===== src/rtl/door_pkg.sv =====
// Shared types and constants for the door controller: FSM states, stage codes
// and saturating stage arithmetic.
package door_pkg;

  typedef enum logic [1:0] {
    ST_CLOSED,
    ST_OPENING,
    ST_OPEN,
    ST_CLOSING
  } door_state_t;

  localparam logic [1:0] STAGE_CLOSED = 2'b00;
  localparam logic [1:0] STAGE_OPEN   = 2'b11;

  function automatic logic [1:0] stage_inc(input logic [1:0] s);
    return (s == STAGE_OPEN) ? STAGE_OPEN : s + 2'b01;
  endfunction

  function automatic logic [1:0] stage_dec(input logic [1:0] s);
    return (s == STAGE_CLOSED) ? STAGE_CLOSED : s - 2'b01;
  endfunction

endpackage


===== src/rtl/door_ctrl_tick_timer.sv =====
// Free-running cycle counter with synchronous clear; done flags the terminal
// count so the caller can act on the same edge that would wrap the period.
module tick_timer #(
  parameter int W = 5
) (
  input  logic         clk,
  input  logic         rst,
  input  logic         clear,
  input  logic         enable,
  input  logic [W-1:0] term,
  output logic         done
);

  logic [W-1:0] r_count;

  always_ff @(posedge clk or posedge rst) begin
    if (rst) begin
      r_count <= '0;
    end else if (clear) begin
      r_count <= '0;
    end else if (enable) begin
      r_count <= r_count + 1'b1;
    end
  end

  assign done = enable && (r_count == term);

endmodule


===== src/rtl/door_ctrl.sv =====
// Elevator door controller: stepped open/close with dwell, reversal and close
// button. Define DOOR_OBSTRUCT_EN to let the obstruction sensor act.
module door_ctrl
  import door_pkg::*;
#(
  parameter int STEP_TICKS = 4,
  parameter int HOLD_TICKS = 16
) (
  input  logic       clk,
  input  logic       rst,
  input  logic       openReq,
  input  logic       closeReq,
  input  logic       obstruct,
  input  logic       moving,
  output logic [1:0] dispStage,
  output logic       doorClosed,
  output logic       closeDone
);

  localparam int MAX_TICKS = (STEP_TICKS > HOLD_TICKS) ? STEP_TICKS : HOLD_TICKS;
  localparam int TW = $clog2(MAX_TICKS) + 1;
  localparam logic [TW-1:0] STEP_TERM = TW'(STEP_TICKS - 1);
  localparam logic [TW-1:0] HOLD_TERM = TW'(HOLD_TICKS - 1);

  door_state_t r_state;
  logic [1:0]  r_stage;
  logic        r_closed;
  logic        r_close_done;

  logic          w_obs;
  logic          w_done;
  logic          w_clr;
  logic          w_en;
  logic [TW-1:0] w_term;

`ifdef DOOR_OBSTRUCT_EN
  assign w_obs = obstruct;
`else
  logic w_unused_obstruct;
  assign w_unused_obstruct = obstruct;
  assign w_obs = 1'b0;
`endif

  // Clear whenever the FSM will change state or restart its current period.
  always_comb begin
    w_clr  = 1'b0;
    w_en   = (r_state != ST_CLOSED);
    w_term = (r_state == ST_OPEN) ? HOLD_TERM : STEP_TERM;
    unique case (r_state)
      ST_CLOSED:  w_clr = 1'b1;
      ST_OPENING: w_clr = w_done;
      ST_OPEN:    w_clr = openReq | w_obs | closeReq | w_done;
      ST_CLOSING: w_clr = openReq | w_obs | w_done;
      default:    w_clr = 1'b1;
    endcase
  end

  tick_timer #(.W(TW)) u_timer (
    .clk    (clk),
    .rst    (rst),
    .clear  (w_clr),
    .enable (w_en),
    .term   (w_term),
    .done   (w_done)
  );

  always_ff @(posedge clk or posedge rst) begin
    if (rst) begin
      r_state      <= ST_CLOSED;
      r_stage      <= STAGE_CLOSED;
      r_closed     <= 1'b1;
      r_close_done <= 1'b0;
    end else begin
      r_close_done <= 1'b0;
      unique case (r_state)
        ST_CLOSED: begin
          if (openReq && !moving) begin
            r_state  <= ST_OPENING;
            r_closed <= 1'b0;
          end
        end
        ST_OPENING: begin
          if (w_done) begin
            r_stage <= stage_inc(r_stage);
            if (stage_inc(r_stage) == STAGE_OPEN) r_state <= ST_OPEN;
          end
        end
        ST_OPEN: begin
          // openReq wins over closeReq; it only restarts the dwell.
          if (!(openReq || w_obs) && (closeReq || w_done)) r_state <= ST_CLOSING;
        end
        ST_CLOSING: begin
          if (openReq || w_obs) begin
            r_state <= ST_OPENING;
          end else if (w_done) begin
            r_stage <= stage_dec(r_stage);
            if (stage_dec(r_stage) == STAGE_CLOSED) begin
              r_state      <= ST_CLOSED;
              r_closed     <= 1'b1;
              r_close_done <= 1'b1;
            end
          end
        end
        default: begin
          r_state  <= ST_CLOSED;
          r_stage  <= STAGE_CLOSED;
          r_closed <= 1'b1;
        end
      endcase
    end
  end

  assign dispStage  = r_stage;
  assign doorClosed = r_closed;
  assign closeDone  = r_close_done;

endmodule


===== config.mk =====
export PLATFORM = sky130hd
export DESIGN_NAME = door_ctrl
export DESIGN_NICKNAME = d
export VERILOG_FILES = /design/src/rtl/door_pkg.sv /design/src/rtl/door_ctrl_tick_timer.sv /design/src/rtl/door_ctrl.sv
export SDC_FILE = /design/constraint.sdc
export NUM_CORES = 1
export LEC_CHECK = 0
export CORE_MARGIN = 3
export CORE_UTILIZATION = 35
export CTS_BUF_LIST = sky130_fd_sc_hd__clkbuf_2 sky130_fd_sc_hd__clkbuf_4 sky130_fd_sc_hd__clkbuf_8
export DETAILED_ROUTE_END_ITERATION = 10
export GPL_TIMING_DRIVEN = 0
export PLACE_DENSITY = 0.53
export SLEW_MARGIN = 10
export SYNTH_ARGS = -nofsm -noshare
export SYNTH_HDL_FRONTEND = slang
export SYNTH_SLANG_ARGS = --single-unit

===== constraint.sdc =====
create_clock -name clk -period 4.15 [get_ports clk]
set_input_delay 0.415 -clock clk [delete_from_list [all_inputs] [get_ports clk]]
set_output_delay 0.415 -clock clk [all_outputs]
set_load 0.01 [all_outputs]

==> flow_summary.toml <==
[run_status]
status = "completed"

[drt]
drt_iter0_drc = 12
drtAntennaViolNets = 0
dr_total_vias = 583
drt_pre_antenna_iters = 4
route.detailed.vias_per_inst = 5.07
routed_wirelength_um = 1430
drc = 0
avgRoutedWirePerCell_um = 12.4

[placement]
finalWeightedCongestion = 0.739
port-buffer-count = 8
pre_cts_slack_ps = 1970
dp_cells = 111
placed_cell_area_um2 = 856
hpwl_um = 1120

[pwr]
power.density_cell_area_nw_per_um2 = 581
power.ir.vdd_worst_uv = 313
power.leakage_nw = 0.388

[global_route]
groute.layer.met3.usage_pct = 6.02
globalRouteTotalUtil_pct = 13.2
groute.layer.met2.usage_pct = 20.9
gr-max-usage-layer = "met2"
grt.met1_usage_pct = 16.0
maximum_number_of_pins_on_one_net_before_global_route_repair = 12
grt_overflow_total = 0
grt_pass1_wl_um = 2620
antenna_found_initial = 0
first_global_vias = 600

[synth]
main_combinational_cell_family_by_area_after_synthesis = "simple AND/OR/NAND/NOR gates"
post_synth_inst_count = 76
syn_nets = 88
synth-simple-area-share_pct = 20.6
synth_xor_xnor_area_share_pct = 4.72
number_of_enable_type_register_cells_in_the_synthesized_netlist = 0
synth_area_per_cell_um2 = 9.76
synthAdderAreaFrac_pct = 10.1
ys_async_sr_fraction_pct = 100
postSynthRegisterBits = 11
yosys-mux-area-fraction_pct = 2.87
syn_area_um2 = 742
post_synth_most_frequent_cells = "sky130_fd_sc_hd__dfrtp_1, sky130_fd_sc_hd__nor2_1, sky130_fd_sc_hd__inv_1"
synth.yosys.seq_area_share_pct = 37.3
yosys_most_used_dff = "sky130_fd_sc_hd__dfrtp_1"
synth_cell_type_count = 35
synth_area_leaders = "sky130_fd_sc_hd__dfrtp_1, sky130_fd_sc_hd__ha_1, sky130_fd_sc_hd__nor2_1"
post-synth-top-area-fraction_pct = 33.7
synth_most_common_cell = "sky130_fd_sc_hd__dfrtp_1"
netlist.top_cell.by_area = "sky130_fd_sc_hd__dfrtp_1"
synth-compound-area-share_pct = 18.7
yosys_warnings = 0

[clocking]
insertion_delay_ps = 270
cts-buffers-inserted = 3
cts_tree = "done"
cts_resized = 0
setup_buffers_after_cts = 0
cts.htree.levels = 1
holdBufCountCts = 0
clock_path_buffers = 2
clkTransAtPathRegs_ps = 70
clock_root_buffer = "sky130_fd_sc_hd__clkbuf_4"
tritoncts_num_sinks = 11

[final_layout]
nNetsFinal = 101
area_growth_syn_to_layout_pct = 19.4
antenna-diode-count = 0
multiInputGateArea_um2 = 423
final_cells = 115
final_layout_size_suffix_gt1_share_pct = 17.0
fillers = 187
area_taken_by_flip_flops_and_latches_um2 = 277
postLayoutCellArea_um2 = 886

[floorplanning]
die_area_um2 = 2710
die-height_um = 52.0
effective_utilization_at_floorplan_pct = 37.4
core_region_area_um2 = 1980
dieWidth_um = 52.0
ios = 10
num_rows = 16

[worst_setup_path]
timing.rr.start = "r_state[1]"
worst-r2r-setup-slack_ps = 1970
worst_r2r_path_depth = 8
worst-setup-path-type = "flip-flop to flip-flop"
cp-start-kind = "flip-flop"
cp-end-kind = "flip-flop"
worst-endpoint-arrival_ps = 2310
required_arrival_time_at_the_worst_endpoint_ps = 4280
worst-path-max-fanout = 7
cp-startpoint = "r_state[1]"
regToRegEndpoint = "u_timer.r_count[1]"

[sta]
layout_worst_path_cycle_share_pct = 52.4
hold_violations = 0
timing_max_transition_violations_final = 0
pin_slew_with_the_least_headroom_to_its_limit_ps = 441
maximum_clock_rate_mhz = 460
finalSetupViolCount = 0
layout_setup_ws_ps = 1970
worst_slew_margin_rel_pct = 70.6
setup-tns-final_ps = 0
rsz0062_at_grt = "no"
timing.hold.ws_ps = 444
skew_ps = 3.63
shortest_clock_period_the_worst_path_allows_after_layout_ps = 2180

[hold_path]
timing.hold.worst.class = "input pin to async pin"

[run]
drv.max_cap_violation_count = 0
## critical path, cell delays in order, from the launching register on
cell and delay, ps:
sky130_fd_sc_hd__dfrtp_1 420, sky130_fd_sc_hd__inv_1 110, sky130_fd_sc_hd__ha_1 200, sky130_fd_sc_hd__buf_6 130, sky130_fd_sc_hd__or3b_4 410, sky130_fd_sc_hd__a21oi_4 180, sky130_fd_sc_hd__nand2_1 120, sky130_fd_sc_hd__a21oi_1 380
sky130_fd_sc_hd__nor2_1 100
## state kept, by name, indices dropped and copies added, names as in the netlist
name / flops
doorClosed: 1
r_state: 2
dispStage: 2
closeDone: 1
u_timer.r_count: 5
## worst max path at each step
| stage | cells after the start | slack [ps] | to |
|---|---|---|---|
| after floorplan | 8 | 2120 | r_state[1] |
| after global placement | 8 | 1980 | r_state[1] |
| after detailed placement | 8 | 1970 | u_timer.r_count[0] |
| after CTS | 8 | 1950 | u_timer.r_count[0] |
| after global routing | 8 | 1710 | u_timer.r_count[1] |
| final | 8 | 1970 | u_timer.r_count[1] |
## final cells by class
class | count | share of cell area, %
flip-flops and latches | 11 | 31.2
multi-input cells | 56 | 47.7
plain buffers | 2 | 1.84
inverters | 7 | 2.97
clock buffers | 4 | 3.39
well taps | 27 | 3.81
repair buffers | 8 | 9.04
## power by group
part           internal, mW  switching (mW)
Sequential            0.133          0.0292
Clock                0.0437          0.0347
Combinational         0.122           0.152
## layer usage
| layer | part of all wire [%] | up-vias |
|---|---|---|
| met5 | 0 | - |
| met4 | 0 | 0 |
| met3 | 4.0 | 0 |
| met2 | 48 | 9 |
| met1 | 48 | 283 |
| li1 | - | 291 |
## logic make-up (layout without fill, tap and decap cells)
| family | Yosys count | after routing |
|---|---|---|
| adder cells (fa/ha/maj) | 6 | 6 |
| AO/OA/AOI/OAI | 16 | 16 |
| flip-flops | 11 | 11 |
| XOR/XNOR | 4 | 4 |
| buffers and inverters | 9 | 21 |
| multiplexers | 2 | 2 |
| AND/OR/NAND/NOR | 28 | 28 |
## cell usage in the layout (no fill, tap or decap), types with 2 or more instances in the layout
cell type,instances
sky130_fd_sc_hd__xnor2_1,2
sky130_fd_sc_hd__clkdlybuf4s50_1,8
sky130_fd_sc_hd__dfrtp_1,10
sky130_fd_sc_hd__nand2b_1,3
sky130_fd_sc_hd__or3_1,2
sky130_fd_sc_hd__inv_1,7
sky130_fd_sc_hd__clkbuf_4,4
sky130_fd_sc_hd__o311ai_0,2
sky130_fd_sc_hd__a21oi_1,3
sky130_fd_sc_hd__nand3_1,2
sky130_fd_sc_hd__nor2_1,9
sky130_fd_sc_hd__nand2_1,4
sky130_fd_sc_hd__ha_1,6
sky130_fd_sc_hd__xor2_1,2
sky130_fd_sc_hd__nor3b_1,2
## stage by stage
step,utilization (%),power (mW)
floorplan,-,0.382
global placement,43.2,0.433
detailed placement,43.2,0.441
CTS,44.7,0.522
global route,44.7,0.577
finish,44.7,0.514
Power figures use the tool's default switching activity.
==> edit 1: new RTL, config.mk and constraints unchanged <==
Add a define of `DOOR_OBSTRUCT_EN`.
--- a/src/rtl/door_ctrl.sv
+++ b/src/rtl/door_ctrl.sv
@@ -2,2 +2,4 @@
 // button. Define DOOR_OBSTRUCT_EN to let the obstruction sensor act.
+`define DOOR_OBSTRUCT_EN
+
 module door_ctrl
Function: same outputs for any inputs over 10 cycles, from zero or initial values and one cycle with rst high; that may be too few to reach the edited logic, so the function may still have changed.
==> edit 1 against the original RTL <==
  * Wire length up 2.2%
  * Sequential power up 3%
  * Cell count up 3.5%
  * Cell area up 1.4%
  * Die area up 0.31%
  * Global-route usage up 0.16 points
  * Sequential cell count unchanged
  * Total power up 4.9%
  * Area after synthesis up 0.34%
  * Setup slack better by 25 ps
  * Critical path type unchanged
==> edit 1: results (changes against the original RTL) <==
[run_status]
status = finished clean  ; unchanged

[global_route]
grt_pass1_wl_mm = 2.64  ; was 2.62 mm
grt_max_degree = 12  ; unchanged
grt.total_usage_pct = 13.3  ; was 13.2%
met1_usage_pct = 17.1  ; was 16.0%
grt_use_met3_pct = 4.30  ; was 6.02%
grt_antenna_before_repair = 0  ; unchanged
gr-usage-met2_pct = 21.1  ; was 20.9%

[pwr]
pg_seq_mw = 0.168  ; was 0.163 mW
swShare_pct = 42.0  ; was 41.9%
ir_drop_mv = 0.373  ; was 0.313 mV
leakage_nw = 0.395  ; was 0.388 nW
p_int_mw = 0.313  ; was 0.299 mW
combPwrFrac_pct = 54.3  ; was 53.2%

[clock_tree]
htree_levels = 1  ; unchanged
ctsRootBufferMaster = clkbuf_4  ; unchanged
clk_latency_ps = 270  ; about the same

[finish]
num_antenna_cells = 0  ; unchanged
final_area_um2 = 898  ; was 886 µm²
drive_gt1_share_pct = 13.0  ; was 17.0%
nets = 105  ; was 101
regMostFlops = u_timer.r_count  ; unchanged
nFillCells = 202  ; was 187
largest_reg_flops = 5  ; unchanged

[logic_synthesis]
ys_seq_area_share_pct = 37.1  ; was 37.3%
yosysUniqueCellTypes = 34  ; was 35
ys_ff_latch = 11  ; unchanged
yosys-top-cells-area = dfrtp_1, ha_1, nor2_1  ; unchanged
synth_nets = 91  ; was 88
syn_area_per_cell_um2 = 9.42  ; was 9.76 µm²
yosysWarnings = 0  ; unchanged
synth_common_cells = dfrtp_1, nor2_1, inv_1  ; unchanged

[detailed_routing]
wl_met3_um = 75  ; was 57 µm
highest_layer = met4  ; was met3
wl_mm = 1.46  ; was 1.43 mm
first_pass_iters = 4  ; unchanged
dr.first_iter.drc_count = 11  ; was 12
via_count = 602  ; was 583
wl_met2_um = 661  ; was 685 µm
wl_met1_um = 707  ; was 682 µm
ant_nets = 0  ; unchanged
avgViaCountPerCell = 5.06  ; was 5.07

[timing]
skew_ps = 6.52  ; was 3.63 ps
relSlewSlack_pct = 67.3  ; was 70.6%
period_share_pct = 51.8  ; was 52.4%
hold_ws_ps = 452  ; was 444 ps

[place]
portBuffers = 9  ; was 8
post-place-ws_ps = 2010  ; was 1970 ps
placed_area_um2 = 868  ; was 856 µm²
gp_congestion = 0.738  ; was 0.739
placed_cells = 115  ; was 111
detailed_place_hpwl_mm = 1.11  ; was 1.12 mm

[critical_path]
crit_end = r_state[1]  ; was u_timer.r_count[1]
worst-path-max-fanout = 9  ; was 7
r2r.worst_path.cells = 9  ; was 8
r2r_start = r_state[0]  ; was r_state[1]
crit_arrival_ps = 2310  ; about the same

[hold_path]
hold_path.class = input port to asynchronous set/reset pin  ; unchanged

-- edit 1: logic make-up (layout without fill, tap and decap cells) --
logic type | count (synthesis) | in the layout | share of synthesized area (%)
AND/OR/NAND/NOR | 26 | 26 | 18.0
multiplexers | 3 | 3 | 4.20
adder cells (fa/ha/maj) | 6 | 6 | 10.1
AO/OA/AOI/OAI | 19 | 19 | 19.7
flip-flops | 11 | 11 | 37.1
buffers and inverters | 10 | 23 | 6.22
XOR/XNOR | 4 | 4 | 4.71
-- edit 1: critical path, stage by stage, from the launching register on --
cell and delay [ps]:
dfrtp_1 410, inv_1 110, ha_1 200, buf_2 160
nor2b_2 190, o211a_1 190, buf_6 140, a21oi_2 60
a21oi_1 220, mux2_2 360
-- edit 1: area by class of cell --
type / count / area share [%]
flip-flops and latches: 11 / 30.8
multi-input cells: 58 / 46.9
repair buffers: 9 / 10.0
well taps: 27 / 3.76
clock buffers: 4 / 3.34
plain buffers: 3 / 2.23
inverters: 7 / 2.92
==> edit 2: new RTL, same flow settings <==
Made on the original files. Register the output `dispStage` once more, without a reset; this adds one clock of latency there. The other outputs are not delayed to match.
--- a/src/rtl/door_ctrl.sv
+++ b/src/rtl/door_ctrl.sv
@@ -112,3 +112,5 @@
 
-  assign dispStage  = r_stage;
+  always_ff @(posedge clk) begin
+    dispStage <= r_stage;
+  end
   assign doorClosed = r_closed;
Behaviour: not the same (a bounded check fails within 10 cycles, from zero or initial values and one cycle with rst high).
==> edit 2 against the original RTL <==
  * Combinational power about the same
  * Sequential cell count increased by 2
  * Area after synthesis increased by 3.0%
  * Setup slack improved by 110 ps
  * Clock skew increased by 2.8 ps
  * Critical path type unchanged
  * Total power increased by 7.8%
  * Cell area increased by 2.5%
  * Wire length increased by 0.14%
==> edit 2: results (changes against the original RTL) <==
[run_status]
status = finished clean  ; unchanged

[critical_path]
crit_start = r_state[0]  ; was r_state[1]
r2r_slack_ps = 2080  ; was 1970 ps
r2r.worst_path.cells = 7  ; was 8
r2r_start = r_state[0]  ; was r_state[1]
crit_end = u_timer.r_count[3]  ; was u_timer.r_count[1]
r2r_end = u_timer.r_count[3]  ; was u_timer.r_count[1]
crit_arrival_ps = 2200  ; was 2310 ps
worst-path-max-fanout = 7  ; unchanged

[finish]
clock_area_share_pct = 3.31  ; was 3.39%
nets = 101  ; unchanged
buf_share_pct = 9.37  ; was 10.9%
final_area_um2 = 908  ; was 886 µm²
largest_reg_flops = 5  ; unchanged
buffers = 9  ; was 10
multi_input_cells = 55  ; was 56
seq_area_share_pct = 34.8  ; was 31.2%
nFillCells = 206  ; was 187
multi_input_area_um2 = 417  ; was 423 µm²
drive_gt1_share_pct = 11.4  ; was 17.0%

[logic_synthesis]
ys_seq_area_share_pct = 41.4  ; was 37.3%
synth_common_cells = dfrtp_1, inv_1, nor2_1  ; was dfrtp_1, nor2_1, inv_1
synth.area.mux_share_pct = 3.27  ; was 2.87%
synthAdderAreaFrac_pct = 9.82  ; was 10.1%
yosys-top-cells-area = dfrtp_1, ha_1, dfxtp_1  ; was dfrtp_1, ha_1, nor2_1
yosysUniqueCellTypes = 34  ; was 35
synth_compound_area_share_pct = 17.3  ; was 18.7%
async_reset_ff_share_pct = 84.6  ; was 100%
ys_ff_latch = 13  ; was 11
yosysWarnings = 0  ; unchanged
synth_xor_area_share_pct = 4.58  ; was 4.72%

[clock_tree]
postCtsSetupBuffers = 0  ; unchanged
cts_resized = 0  ; unchanged
path_clk_slew_ps = 80
cts_made_buffers = 3  ; unchanged
clk_latency_ps = 270  ; about the same
htree_levels = 1  ; unchanged

[global_route]
grt_pass1_vias = 599  ; was 600
grt_antenna_before_repair = 0  ; unchanged
grt_pass1_wl_mm = 2.62  ; about the same
grt.total_usage_pct = 12.8  ; was 13.2%

[timing]
skew_ps = 6.45  ; was 3.63 ps
tightest_slew_ps = 449  ; was 441 ps

[detailed_routing]
dr.first_iter.drc_count = 7  ; was 12
avgViaCountPerCell = 5.05  ; was 5.07
routedWlPerCell_um = 12.4  ; about the same

[pwr]
ir_drop_mv = 0.313  ; about the same
clock_power_mw = 0.0836  ; was 0.0784 mW
leakage_nw = 0.407  ; was 0.388 nW
pg_seq_mw = 0.198  ; was 0.163 mW
switching_power_mw = 0.226  ; was 0.216 mW

[place]
placed_area_um2 = 878  ; was 856 µm²
gp_congestion = 0.727  ; was 0.739
portBuffers = 8  ; unchanged
detailed_place_hpwl_mm = 1.09  ; was 1.12 mm

[hold_path]
hold_path.class = input port to asynchronous set/reset pin  ; unchanged

==> edit 2: cell types whose count changed after synthesis, moves of 2 or more <==
cell,delta
o31ai_1,+2
nor3b_1,-2
nor2b_1,+4
nor3_1,+2
a211oi_1,+3
nor2_1,-2
dfxtp_1,+2
nand2_1,-3
==> edit 2: critical path: stages (launching register included) <==
cell and delay, ps:
dfrtp_1 440, inv_1 120, ha_1 200, buf_2 170, nor3b_2 260, o21ai_1 200
a22oi_1 440, nor2_1 110
==> edit 2: routing by layer <==
metal  track usage, %  routed length [µm]
met2             18.6                 558
met3             3.42                  67
met5                0                   0
met1             17.6                 791
met4             5.53                  10
==> edit 2: metrics by stage <==
stage	hold WS, ps	util [%]	cells	power (mW)	setup WS [ps]
2_1_floorplan	267	-	76	0.405	2240
3_3_place_gp	431	43.4	111	0.469	2070
3_5_place_dp	430	43.4	111	0.473	2060
4_1_cts	451	44.9	115	0.558	2080
5_1_grt	468	44.9	115	0.607	1860
6_report	440	44.9	115	0.555	2080
